<file path="src/rtl/mux_arb_pkg.sv">
// Shared constants, state type and rotate-priority helper
// for the 8-way round-robin mux arbiter.
package mux_arb_pkg;

  localparam int N_REQ = 8;
  localparam int SEL_W = 3;

  typedef enum logic [0:0] {
    IDLE  = 1'b0,
    GRANT = 1'b1
  } arb_state_t;

  typedef struct packed {
    logic             found;
    logic [SEL_W-1:0] idx;
  } pick_t;

  // First set bit of req at or above ptr, wrapping 7->0.
  // Walks offsets high to low so the lowest offset wins.
  function automatic pick_t rr_pick(
    input logic [N_REQ-1:0] req,
    input logic [SEL_W-1:0] ptr
  );
    pick_t            r;
    logic [SEL_W-1:0] j;
    r = '0;
    for (int k = N_REQ-1; k >= 0; k--) begin
      j = ptr + SEL_W'(k);
      if (req[j]) begin
        r.found = 1'b1;
        r.idx   = j;
      end
    end
    return r;
  endfunction

endpackage

</file>
<file path="src/rtl/mux_rr_arb_8_pick.sv">
// Combinational rotate-priority encoder: req, ptr -> idx, found.
// Thin wrapper around rr_pick so the top sees a clean boundary.
module rr_pick_8
  import mux_arb_pkg::*;
(
  input  logic [N_REQ-1:0] req_i,
  input  logic [SEL_W-1:0] ptr_i,
  output logic [SEL_W-1:0] idx_o,
  output logic             found_o
);

  pick_t p;

  // Single-shot search, no state.
  always_comb begin
    p       = rr_pick(req_i, ptr_i);
    idx_o   = p.idx;
    found_o = p.found;
  end

endmodule

</file>
<file path="src/rtl/mux_rr_arb_8.sv">
// Round-robin 8:1 bit-select mux arbiter with bounded bursts.
// Optional grant lock enabled by defining MUX_ARB_LOCK_EN.
module mux_rr_arb_8
  import mux_arb_pkg::*;
#(
  parameter  int MAX_HOLD = 4,
  localparam int HOLD_W   = $clog2(MAX_HOLD+1)
) (
  input  logic             clk,
  input  logic             rst,
  input  logic [N_REQ-1:0] req,
  input  logic [N_REQ-1:0] data_in,
`ifdef MUX_ARB_LOCK_EN
  input  logic             lock,
`endif
  output logic [N_REQ-1:0] gnt,
  output logic [SEL_W-1:0] sel,
  output logic             gnt_valid,
  output logic             data_out,
  output logic             data_vld
);

  arb_state_t       state_q, state_d;
  logic [SEL_W-1:0] ptr_q, ptr_d;
  logic [HOLD_W-1:0] hold_q, hold_d;
  logic [N_REQ-1:0] gnt_q, gnt_d;
  logic [SEL_W-1:0] sel_q, sel_d;
  logic             gv_q, gv_d;
  logic             dout_q, dvld_q;

  logic [SEL_W-1:0] pk_ptr;
  logic [SEL_W-1:0] pk_idx;
  logic             pk_found;
  logic             own_req;
  logic             lock_on;
  logic             at_max;

`ifdef MUX_ARB_LOCK_EN
  assign lock_on = lock;
`else
  assign lock_on = 1'b0;
`endif

  assign own_req = req[sel_q];
  assign at_max  = (hold_q == HOLD_W'(MAX_HOLD));

  // Idle searches from ptr; a releasing owner searches from owner+1.
  assign pk_ptr = (state_q == GRANT) ? sel_q + 1'b1 : ptr_q;

  rr_pick_8 u_pick (
    .req_i   (req),
    .ptr_i   (pk_ptr),
    .idx_o   (pk_idx),
    .found_o (pk_found)
  );

  // Next grant: arbitrate from idle or on release, else extend the burst.
  always_comb begin
    state_d = state_q;
    ptr_d   = ptr_q;
    hold_d  = hold_q;
    gnt_d   = gnt_q;
    sel_d   = sel_q;
    gv_d    = gv_q;
    unique case (state_q)
      IDLE: begin
        if (pk_found) begin
          state_d = GRANT;
          gnt_d   = N_REQ'(1) << pk_idx;
          sel_d   = pk_idx;
          gv_d    = 1'b1;
          hold_d  = HOLD_W'(1);
        end
      end
      GRANT: begin
        if (!own_req || (at_max && !lock_on)) begin
          ptr_d = pk_ptr;
          if (pk_found) begin
            gnt_d  = N_REQ'(1) << pk_idx;
            sel_d  = pk_idx;
            gv_d   = 1'b1;
            hold_d = HOLD_W'(1);
          end else begin
            state_d = IDLE;
            gnt_d   = '0;
            sel_d   = '0;
            gv_d    = 1'b0;
            hold_d  = '0;
          end
        end else if (!lock_on && !at_max) begin
          hold_d = hold_q + 1'b1;
        end
      end
      default: state_d = IDLE;
    endcase
  end

  // Arbitration state; reset aborts any grant immediately.
  always_ff @(posedge clk) begin
    if (rst) begin
      state_q <= IDLE;
      ptr_q   <= '0;
      hold_q  <= '0;
      gnt_q   <= '0;
      sel_q   <= '0;
      gv_q    <= 1'b0;
    end else begin
      state_q <= state_d;
      ptr_q   <= ptr_d;
      hold_q  <= hold_d;
      gnt_q   <= gnt_d;
      sel_q   <= sel_d;
      gv_q    <= gv_d;
    end
  end

  // Output lane: sample the selected bit one cycle behind sel.
  always_ff @(posedge clk) begin
    if (rst) begin
      dout_q <= 1'b0;
      dvld_q <= 1'b0;
    end else begin
      dvld_q <= gv_q;
      if (gv_q) dout_q <= data_in[sel_q];
    end
  end

  assign gnt       = gnt_q;
  assign sel       = sel_q;
  assign gnt_valid = gv_q;
  assign data_out  = dout_q;
  assign data_vld  = dvld_q;

endmodule

</file>
<file path="config.mk">
export PLATFORM = sky130hd
export DESIGN_NAME = mux_rr_arb_8
export DESIGN_NICKNAME = d
export VERILOG_FILES = /design/src/rtl/mux_arb_pkg.sv /design/src/rtl/mux_rr_arb_8_pick.sv /design/src/rtl/mux_rr_arb_8.sv
export SDC_FILE = /design/constraint.sdc
export NUM_CORES = 1
export LEC_CHECK = 0
export ABC_CLOCK_PERIOD_IN_PS = 4000
export BUFFER_PORTS_ARGS = -buffer_cell sky130_fd_sc_hd__buf_2
export CAP_MARGIN = 20
export CORE_MARGIN = 10
export CORE_UTILIZATION = 45
export CTS_BUF_LIST = sky130_fd_sc_hd__clkbuf_8
export DETAILED_ROUTE_END_ITERATION = 12
export PLACE_DENSITY_LB_ADDON = 0.08
export SLEW_MARGIN = 20
export SYNTH_ARGS = -nofsm -noshare
export SYNTH_HDL_FRONTEND = slang
export SYNTH_SLANG_ARGS = --single-unit
export TNS_END_PERCENT = 100
</file>
<file path="constraint.sdc">
create_clock -name clk -period 4 [get_ports clk]
set_input_delay 0.2 -clock clk [delete_from_list [all_inputs] [get_ports clk]]
set_output_delay 0.2 -clock clk [all_outputs]
set_load 0.05 [all_outputs]
</file>
* Word level (Yosys, flattened, before mapping)
Index checks and enable logic that the tools add are counted.
** Storage, ports and cells
- Bits in writable memories :: 0
- Memories :: 0
- Bits of input ports :: 18
- Memory bits (read-only) :: 0
- Word-level logic and storage cells :: 85
- Output and inout bits :: 14
- Bits in registers :: 21
- Latch bits :: 0
** Operators by class
- Reductions and logical operators :: 5
- Shift operators :: 1
- Div/mod/pow operators :: 0
- Bitwise operators :: 1
- $add $sub $neg :: 9
- Equal/unequal tests :: 4
- Muxes and demuxes :: 48
- Multiply operators :: 0
- Magnitude comparators :: 9
** Operators with widths (count)
- $lt A3 B4 Y1 const B :: 9
- $mux W4 :: 8
- $bmux W1 S3 :: 10
- $mux W8 :: 3
- $mux W3 :: 7
- $pmux W8 S2 :: 1
- $mux W1 :: 15
- $add A3 B3 Y3 const B :: 4
- $pmux W3 S2 :: 2
- $add A3 B1 Y3 const B :: 3
- $shl A1 B3 Y8 const A :: 1
- $add A3 B2 Y3 const B :: 2
- $reduce_and A2 Y1 :: 3
- $ne A2 B1 Y1 const B :: 2
- $pmux W1 S2 :: 2
- $eq A3 B3 Y1 const B :: 1
- $ne A3 B2 Y1 const B :: 1
- $logic_not A1 Y1 :: 1
- $logic_or A1 B1 Y1 :: 1
- $not A1 Y1 :: 1

* Depth between registers and ports, before layout
- Depth after elaboration :: 17
- Mapped depth :: 13
- Mapped depth without buffers :: 12

* Cells and area by module
A second synthesis with hierarchy kept.
** Unflattened totals
- Cells, all modules :: 195
- Area total of the unflattened synthesis :: 1939.4 um2
** By module, submodules not included
- mux_rr_arb_8 :: area each 1104.8 um2, instances 1, seq. area each 420.4 um2, cells each 109
- rr_pick_8 :: area each 834.6 um2, instances 1, seq. area each 0.0 um2, cells each 86

* Least setup slack after synthesis
Ideal clock, no wire load.
- Path type :: register -> register
- Start :: register sel_q[1] (netlist: sel[1])
- End :: register gnt_q[0] (netlist: gnt[0])
- Clock period less this slack :: 4.006 ns
- Path buffers :: 2
- Cell stages (with the launch flop) :: 14
- Required time :: 3.913 ns
- Path slack :: -0.006 ns
- Data arrival time :: 3.918 ns
- Setup time :: 0.087 ns
- Cells stage by stage :: dfxtp_1 -> ha_1 -> mux2i_1 -> clkbuf_1 -> ha_1 -> clkbuf_1 -> mux2_2 -> nor3_1 -> nor2_1 -> mux2i_1 -> nand2_1 -> o211a_1 -> a211o_1 -> o31ai_1
** On the way
- Longest elaborated chain between the ends :: 17
- Elaborated cells between the ends (all ways) :: 45
- Classes of those cells :: add/sub: 8; eq/ne: 2; shift: 1; mux: 31; reduce/logical: 3
** Ends and longest elaborated chain
- start, declared :: RTL line mux_rr_arb_8.sv:27 : logic [SEL_W-1:0] sel_q, sel_d;
- start signal, assigned :: RTL line mux_rr_arb_8.sv:112 : sel_q <= sel_d;
- $add A3 B1 Y3 :: RTL line mux_rr_arb_8.sv:48 : assign pk_ptr = (state_q == GRANT) ? sel_q + 1'b1 : ptr_q;
- $mux W3 :: RTL line mux_rr_arb_8.sv:48
- $add A3 B3 Y3 :: RTL line mux_arb_pkg.sv:28 : j = ptr + SEL_W'(k);
- $bmux W1 S3 :: RTL line mux_arb_pkg.sv:29 : if (req[j]) begin
- $mux W1 (not written as such) :: RTL line mux_arb_pkg.sv:29
- $mux W4 (8 in series) :: RTL line mux_arb_pkg.sv:29
- $shl A1 B3 Y8 :: RTL line mux_rr_arb_8.sv:69, mux_rr_arb_8.sv:79
- $mux W8 :: RTL line mux_rr_arb_8.sv:78 : if (pk_found) begin
- $mux W8 :: RTL line mux_rr_arb_8.sv:76 : if (!own_req || (at_max && !lock_on)) begin
- $pmux W8 S2 :: RTL line mux_rr_arb_8.sv:65 : unique case (state_q)
- end signal, assigned :: RTL line mux_rr_arb_8.sv:111 : gnt_q <= gnt_d;
- end, declared :: RTL line mux_rr_arb_8.sv:26 : logic [N_REQ-1:0] gnt_q, gnt_d;
Parallel ways exist; a longest one is shown, timed or not. The select of a mux whose other input is x is not followed.
A chain may end at the register's enable or synchronous reset.

* Worst setup path after layout
- Start :: register state_q
- End :: register gnt_q[4] (netlist: gnt[4])
** On the way
- Longest elaborated chain between the ends :: 16
- Elaborated cells between the ends (all ways) :: 41
- Classes of those cells :: add/sub: 7; eq/ne: 2; shift: 1; mux: 29; bitwise: 1; reduce/logical: 1
** Ends and longest elaborated chain
- start, declared :: RTL line mux_rr_arb_8.sv:23 : arb_state_t state_q, state_d;
- start signal, assigned :: RTL line mux_rr_arb_8.sv:108 : state_q <= state_d;
- $mux W3 :: RTL line mux_rr_arb_8.sv:48
- $add A3 B3 Y3 :: RTL line mux_arb_pkg.sv:28
- $bmux W1 S3 :: RTL line mux_arb_pkg.sv:29
- $mux W1 (not written as such) :: RTL line mux_arb_pkg.sv:29
- $mux W4 (8 in series) :: RTL line mux_arb_pkg.sv:29
- $shl A1 B3 Y8 :: RTL line mux_rr_arb_8.sv:69, mux_rr_arb_8.sv:79
- $mux W8 :: RTL line mux_rr_arb_8.sv:78
- $mux W8 :: RTL line mux_rr_arb_8.sv:76
- $pmux W8 S2 :: RTL line mux_rr_arb_8.sv:65
Parallel ways exist; a longest one is shown, timed or not. The select of a mux whose other input is x is not followed.

==> metrics.md <==
| Metric | Value |
|---|---|
| Status | complete, no violations |
| Fmax | 274 MHz |
| Reg clk slew, reported paths | 0.07 ns |
| Yosys reg bits | 21 |
| Layout cells sized above 1 | 0.233 |
| Top Ports | 32 |
| CTS Buf Count | 3 |
| First-pass DRT Iterations | 5 |
| Reg2Reg Launch Point | state_q |
| Hold Fails Final Rpt | 0 |
| RSZ-0062 raised after global routing | no |
| Final slew viol count | 0 |
| CP Launch Type | flip-flop |
| Worst-Skew Late Latency | 0.26 ns |
| Type of the most critical hold path | input port to flip-flop |
| Worst Path Arrival | 3.82 ns |
| Main flop type after synthesis | dfxtp_1 |
| DIE WIDTH | 86.7 um |
| Area leader, netlist | dfxtp_1 |
| Initial antenna violation count | 0 |
| Longest Clk Path Bufs | 2 |
| Area delta synth->final | 13.1% |
| Leakage | 0.979 nW |
| DR DRC count | 0 |
| Min-Delay Startpoint | rst |
| Largest net degree at the start of global routing | 13 |
| Ys Warns | 0 |
| Layout Skew | 0.00237 ns |
| CTS H-tree lvls | 1 |
| DP Area | 0.00221 sq mm |
| # fillers | 429 |
| Fin area | 0.00226 sq mm |
| Setup_tns | 0 ns |
| WL/cell | 18.3 um |
| Number of enable flip-flop cells after synthesis | 0 |
| Post-Syn Nets | 280 |
| RePlAce Congestion | 0.945 |
| Nets | 312 |
| CP max FO | 11 |
| Power Dens Cells | 869 mW/mm^2 |
| Slew @ Worst Pin | 0.758 ns |
| Die area | 0.00751 sq mm |
| Maxcap violations | 0 |
| Initial drt markers | 170 |
| Core area | 0.00432 sq mm |
| Max IR drop VDD | 0.489 mV |
| Root buf cell | clkbuf_8 |
| Hold Worst Slack | 0.264 ns |
| CP required | 4.17 ns |
| First-pass GRT wire length | 9960 um |
| Synth unique cells | 56 |
| R2R Path End | gnt[4] |
| Synth async-reset ratio | 0 |
| DR vias | 2142 |
| Number of global-route vias before repair | 1965 |
| Syn Std Cell Area | 0.00200 sq mm |
| Congestion Overflow GR | 0 |
| Crit share post-route | 0.911 |
| Post-synthesis cell count | 257 |
| DRT antenna net count | 0 |
| Crit Path Category | flip-flop to flip-flop |
| Reg2Reg Depth | 12 |
| CP endpoint | gnt[4] |
| CTS tree | done |
| Sequential share of the synthesized area | 0.210 |
| Post-synth top area share | 0.210 |
| Max-slew headroom | 0.489 |
| Port Buf Inserts | 31 |
| Commonest cells after routing, fill and taps aside | nand2_1 (31), buf_2 (31), nand3_1 (30) |
| Global Route Usage Sum | 0.161 |
| DR vias/cell | 6.30 |
| Worst Setup End Kind | flip-flop |
| Fin crit period | 3.65 ns |
| Initial core utilization | 0.463 |
| Avg Cell Area, Syn | 7.78 sq um |
| R2R Setup Slk | 0.35 ns |
| Final setup viols | 0 |
| Sink Count | 21 |
| Num rows | 24 |
| Die span in y | 86.7 um |
| Post-CTS Setup Bufs | 0 |
| Routed WL | 6210 um |
| Critical path launch point | state_q |
| Area contributors post-synth | dfxtp_1 (21%), mux4_2 (7.9%), nand3_1 (7.5%) |
| HPWL after DPL | 4940 um |
| # diodes | 0 |
[registers in the layout, summed over array words and instances (netlist names)]
| register | flops |
|---|---|
| ptr_q | 3 |
| hold_q | 3 |
| data_out | 1 |
| data_vld | 1 |
| state_q | 1 |
| gnt_valid | 1 |
| gnt | 8 |
| sel | 3 |
[per-stage QoR]
stage	util	setup slack, ns	total power, mW	cells
final	0.523	0.355	1.97	340
after floorplan	-	0.0866	1.46	257
after detailed placement	0.512	0.300	1.81	336
after global placement	0.512	0.296	1.82	336
after global routing	0.523	0.0101	2.11	340
after CTS	0.522	0.283	1.95	340
[synth_stat cells, types with 3 or more instances]
library cell,instances
a211oi_1,5
a211o_1,3
a21oi_1,13
nand4_1,6
o31ai_1,9
o21ai_0,16
or2_2,4
mux4_2,7
xor2_1,3
nor3_1,3
o211ai_1,3
nand2_1,31
clkbuf_1,6
and2_1,10
nand3_1,30
inv_1,7
nor2_1,14
mux2i_1,8
nor2b_1,3
ha_1,5
mux2_2,4
xnor2_1,3
dfxtp_1,21
[report_power, final]
part / switching (mW) / total [mW] / internal (mW)
clock: 0.0658 / 0.134 / 0.0684
combinational: 0.944 / 1.49 / 0.548
sequential: 0.0615 / 0.340 / 0.279
total: 1.07 / 1.97 / 0.895
[critical path: stages (launching register included)]
cell      delay [ns]
dfxtp_1         0.39
or2_2           0.28
nand2_1         0.23
ha_1            0.53
mux2_2          0.37
a21oi_1         0.34
nor2_1          0.14
mux2i_1         0.15
buf_4           0.17
a21boi_0        0.26
o22a_1          0.22
o211ai_1        0.19
o31ai_1         0.28
[cell families (layout without fill, tap and decap cells)]
family,count (synthesis),in the layout,synth area share
AO/OA/AOI/OAI,74,74,0.257
XOR/XNOR,7,7,0.0344
adder cells (fa/ha/maj),5,5,0.0313
buffers and inverters,20,51,0.0500
flip-flops,21,21,0.210
multiplexers,20,20,0.148
AND/OR/NAND/NOR,110,110,0.269
[routing by layer]
metal / vias to the layer above / share of wire / track usage
met1: 1019 / 0.47 / 0.232
met2: 82 / 0.44 / 0.242
li1: 1033 / - / -
met4: 0 / 0.011 / 0.0206
met3: 8 / 0.074 / 0.0366
met5: - / 0 / 0
[how the worst min path moves through the flow]
stage,end,depth (start not counted),slack [ns]
finish,ptr_q[0],2,0.26
global route,hold_q[1],2,0.28
CTS,ptr_q[0],2,0.26
detailed placement,gnt[3],2,0.43
global placement,gnt[4],2,0.44
floorplan,data_vld,1,0.28
[repair_timing]
action	in CTS	in global routing
gates resized for setup	0	1
hold buffers	0	0
setup endpoints to repair	0	10
[cell type report]
cell class                 instances  area (sq um)  area share
clock buffer                       3          41.3      0.0182
inverter                           8          30.0      0.0133
tap                               52          65.1      0.0287
multi-input combinational        216          1490       0.657
sequential                        21           422       0.186
clock inverter                     1          3.75     0.00166
timing repair buffer              39           215      0.0951
No activity file was read; power rests on OpenSTA's default activity.
